<file path="config.mk">
export PLATFORM = sky130hd
export DESIGN_NAME = ps_sync_ctrl
export DESIGN_NICKNAME = d
export VERILOG_FILES = /design/src/rtl/ps_sync_ctrl.sv
export SDC_FILE = /design/constraint.sdc
export NUM_CORES = 1
export LEC_CHECK = 0
export BUFFER_PORTS_ARGS = -buffer_cell sky130_fd_sc_hd__buf_2
export CORE_MARGIN = 2
export CORE_UTILIZATION = 35
export CTS_BUF_LIST = sky130_fd_sc_hd__clkbuf_2
export CTS_CLUSTER_DIAMETER = 40
export DETAILED_ROUTE_END_ITERATION = 10
export MAX_ROUTING_LAYER = met4
export SLEW_MARGIN = 0
export SYNTH_ARGS = -nofsm -noshare
export SYNTH_HDL_FRONTEND = slang
export SYNTH_SLANG_ARGS = --single-unit
</file>
<file path="constraint.sdc">
create_clock -name i_clk -period 2.6 [get_ports i_clk]
set_clock_uncertainty 0.1 [all_clocks]
set_input_delay 0.39 -clock i_clk [delete_from_list [all_inputs] [get_ports i_clk]]
set_output_delay 0.39 -clock i_clk [all_outputs]
set_load 0.03 [all_outputs]
</file>
<file path="src/rtl/ps_sync_ctrl.sv">
// rtl/ps_sync_ctrl.sv - program-state synchronizer: stall fetch, flush front end / TLB, then commit
module ps_sync_ctrl #(
  parameter int CNT_W = 16
) (
  input  logic             i_clk,
  input  logic             i_rst_n,
  input  logic [12:0]      i_ps,
  output logic [12:0]      o_ps_cur,
  output logic             o_stall,
  output logic             o_flush_req,
  input  logic             i_flush_ack,
  output logic             o_tlb_flush,
  output logic [8:0]       o_tlb_flush_asid,
  input  logic             i_tlb_done,
  output logic [CNT_W-1:0] o_sync_cnt,
  input  logic [31:0]      i_log_fd
);

  localparam logic [12:0] PS_RESET = 13'h1800;

  typedef enum logic [1:0] {
    S_IDLE,
    S_REQ,
    S_TLB,
    S_COMMIT
  } state_e;

  state_e           state_q, state_d;
  logic [12:0]      ps_cur_q, ps_cur_d;
  logic [12:0]      ps_pend_q, ps_pend_d;
  logic             xlat_chg_q, xlat_chg_d;
  logic [CNT_W-1:0] cnt_q, cnt_d;
  logic             stall_q, stall_d;
  logic             flush_req_q, flush_req_d;
  logic             tlb_flush_q, tlb_flush_d;
  logic [8:0]       tlb_asid_q, tlb_asid_d;

  always_comb begin
    state_d    = state_q;
    ps_cur_d   = ps_cur_q;
    ps_pend_d  = ps_pend_q;
    xlat_chg_d = xlat_chg_q;
    cnt_d      = cnt_q;
    case (state_q)
      S_IDLE: begin
        if (i_ps != ps_cur_q) begin
          ps_pend_d  = i_ps;
          // mode or asid moved: the old translations are stale
          xlat_chg_d = (i_ps[9:0] != ps_cur_q[9:0]);
          state_d    = S_REQ;
        end
      end
      S_REQ: begin
        if (i_flush_ack) state_d = xlat_chg_q ? S_TLB : S_COMMIT;
      end
      S_TLB: begin
        if (i_tlb_done) state_d = S_COMMIT;
      end
      S_COMMIT: begin
        ps_cur_d = ps_pend_q;
        cnt_d    = cnt_q + CNT_W'(1);
        state_d  = S_IDLE;
      end
      default: state_d = S_IDLE;
    endcase

    // outputs are registered copies decoded from the next state
    stall_d     = (state_d != S_IDLE);
    flush_req_d = (state_d == S_REQ);
    tlb_flush_d = (state_d == S_TLB);
    tlb_asid_d  = (state_d == S_TLB) ? ps_cur_q[8:0] : 9'd0;
  end

  always_ff @(posedge i_clk or negedge i_rst_n) begin
    if (!i_rst_n) begin
      state_q     <= S_IDLE;
      ps_cur_q    <= PS_RESET;
      ps_pend_q   <= PS_RESET;
      xlat_chg_q  <= 1'b0;
      cnt_q       <= '0;
      stall_q     <= 1'b0;
      flush_req_q <= 1'b0;
      tlb_flush_q <= 1'b0;
      tlb_asid_q  <= 9'd0;
    end else begin
      state_q     <= state_d;
      ps_cur_q    <= ps_cur_d;
      ps_pend_q   <= ps_pend_d;
      xlat_chg_q  <= xlat_chg_d;
      cnt_q       <= cnt_d;
      stall_q     <= stall_d;
      flush_req_q <= flush_req_d;
      tlb_flush_q <= tlb_flush_d;
      tlb_asid_q  <= tlb_asid_d;
    end
  end

  assign o_ps_cur         = ps_cur_q;
  assign o_stall          = stall_q;
  assign o_flush_req      = flush_req_q;
  assign o_tlb_flush      = tlb_flush_q;
  assign o_tlb_flush_asid = tlb_asid_q;
  assign o_sync_cnt       = cnt_q;

`ifndef SYNTHESIS
  always_ff @(posedge i_clk) begin
    if (i_rst_n && (state_d != state_q))
      $display("%0t ps_sync_ctrl[%0d] %s -> %s cur=%h pend=%h", $time, i_log_fd,
               state_q.name(), state_d.name(), ps_cur_q, ps_pend_d);
  end
`endif

endmodule

</file>
==> results.yml <==
logic_synthesis:
  synth_seq_cells: 57
  synth_fp_nets: 255
  synth_top_area_share_pct: 55.18
  synth_edf_count: 0
  yosysWarnings: 0
  ys.flop_type: "dfrtp_1"
  synthArstFlopShare_pct: 100.0
  syn_area_um2: 2404
  ys_top_cells_by_area: "dfrtp_1 55%, xnor2_1 9.1%, nand2_1 7.7%"
  synthTopCellsByCount: "53 x dfrtp_1, 49 x nand2_1, 25 x xnor2_1"
  synth-seq-area-share_pct: 59.55
  synth_cell_types: 32
  yosysTopAreaCell: "dfrtp_1"
  yosysMostFrequentCell: "dfrtp_1"
  postSynthAreaPerCell_um2: 11.72
  postSynthCellCount: 205
flow_run:
  maxCapViolations: 0
pwr:
  leakagePower_nw: 1.437
  comb_power_share_pct: 40.5
  seq_power_share_pct: 43.0
  ir_drop_mv: 0.4978
  switching_share_pct: 41.65
  power_switching_mw: 1.401
  p_int_mw: 1.962
  power_density_nw_per_um2: 1159
  power_frac_clock_pct: 16.5
sta:
  hold_viol_final: 0
  final-max-slew-violation-count: 0
  fmax_ghz: 0.4552
  finalSetupViolCount: 0
  finalSetupTns_ns: 0
  rsz0062_at_grt: "false"
  fin_crit_sh_pct: 84.49
  layout_min_cycle_time_ns: 2.197
  worstMarginPinSlew_ns: 0.4810
  relSlewSlack_pct: 67.93
placement:
  dp_hpwl_mm: 3.325
  gp_congestion: 0.7643
  io_buffers: 57
  placement.cell_area_um2: 2763
global_routing:
  grt_usage_pct: 14.40
  overflow: 0
  grt_pass1_vias: 1569
  antenna_found_initial: 0
  grt_pass1_wl_mm: 7.797
  grt_max_degree: 25
drt:
  routedWlPerCell_um: 13.14
  drc: 0
  drtIter0Drc: 114
  first_pass_iters: 4
  ant_nets: 0
  vias: 1657
  via_per_inst: 4.603
  wirelength_mm: 4.729
clock_tree:
  cts_max_level: 3
  cts_setup_buffers: 0
  hold_buffers: 1
  clkSinkCount: 57
  insertion_delay_ns: 0.49
  cts_root_buf: "clkbuf_2"
  cts_buffers: 9
  clkTransAtPathRegs_ns: 0.16
  tritoncts: "built"
  cts-resized-gates: 0
  clk_path_buf_depth: 2
critical_path:
  critPathBufInv: 3
  path_class: "input pin to flop"
  arrival_ns: 2.47
  path_cells: "dlygate4sd3_1 > buf_2 > xnor2_1 > nand4_1 > o41ai_4 > buf_4 > mux2_2"
  critPathRequiredTime_ns: 2.87
  cp-end-kind: "flop"
  cp_slowest_cell: "dlygate4sd3_1"
  startpoint_type: "input pin"
  cp_top_family: "buffers and inverters"
  cp_slowest_stage_delay_ns: 0.53
  worstPathMaxFanout: 9
floorplan:
  ios: 90
  rows: 30
  initial_utilization_pct: 35.77
  die_w_um: 86.87
  core_area_um2: 6719
  dieArea_um2: 7546
  die_h_um: 86.87
outcome:
  outcome: "finished clean"
final_layout:
  fin_nets: 325
  area_growth_pct: 20.72
  n_fill_cell: 655
  design_area_um2: 2902
  drive_above_1_share_pct: 35.00
  seqCellArea_um2: 1431
  multiInputGateArea_um2: 897.1
  insertedDiodeCount: 0
hold_path:
  hp-class: "input pin to flop"
area by class of cell:
cell class,instances,area share [%]
multi-input combinational,139,30.92
sequential,57,49.33
clock inverter,6,2.027
timing repair buffer,65,12.16
tap,80,3.450
clock buffer,10,1.725
inverter,3,0.3881
cell usage in the layout, fill, tap and decap left out, types with 4 or more instances in the layout:
cell       n
nor2b_1    9
clkbuf_2  10
buf_4      5
buf_2     57
nand3_1    8
dfstp_2    4
dfrtp_1   53
mux2_2    13
nand4_1    6
nand2_1   49
xnor2_1   25
per-layer routing:
layer | up-vias | GRT usage, % | wire [um]
li1 | 818 | - | -
met1 | 785 | 19.47 | 2292
met2 | 45 | 19.08 | 2116
met3 | 9 | 4.076 | 201
met4 | 0 | 8.523 | 120
met5 | - | - | 0
final timing paths:
check,from,to,slack (ns),cells past startpoint
worst max-delay path,i_ps[0],ps_pend_q[7],0.40,7
worst min-delay path,i_ps[5],ps_pend_q[5],0.06,2
worst max register to register,o_ps_cur[0],ps_pend_q[7],0.51,5
worst min register to register,ps_pend_q[11],o_ps_cur[11],0.36,2
max in group asynchronous,i_rst_n,ps_pend_q[2],1.53,3
min in group asynchronous,i_rst_n,ps_pend_q[5],0.24,2
power groups by stage:
stage               combinational, mW  sequential [mW]  clock, mW
global placement                 1.36             1.46          0
floorplan                       0.742             1.77          0
finish                           1.36             1.45      0.556
global route                     1.49             1.49      0.625
CTS                              1.39             1.45      0.577
detailed placement               1.38             1.47          0
kinds of logic (layout without fill, tap and decap cells):
family	after synthesis	count (layout)	synth area share, %
AOI/OAI and AO/OA	8	8	3.071
muxes	13	13	6.091
DFF	57	57	59.55
and+or+nand+nor	89	89	17.44
xor gates and xnor gates	28	28	10.20
adders and majority gates	1	1	0.5205
buffers and inverters	9	84	3.123
flip-flops by register name (all words and copies together), names as in the netlist:
name              count
ps_pend_q            13
xlat_chg_q            1
o_ps_cur             13
o_tlb_flush_asid      9
o_flush_req           1
o_tlb_flush           1
state_q               2
o_sync_cnt           16
o_stall               1
metrics by stage:
stage / utilization [%] / hold WS, ns / total power, mW / worst slack, ns / instances
2_1_floorplan: - / -0.005591 / 2.510 / 0.5281 / 205
3_3_place_gp: 41.12 / 0.2129 / 2.819 / 0.4550 / 341
3_5_place_dp: 41.12 / 0.2168 / 2.851 / 0.4391 / 341
4_1_cts: 42.89 / 0.01479 / 3.413 / 0.4863 / 358
5_1_grt: 43.18 / 0.0004092 / 3.613 / 0.3672 / 360
6_report: 43.18 / 0.05755 / 3.363 / 0.4033 / 360
Power figures use the tool's default switching activity.
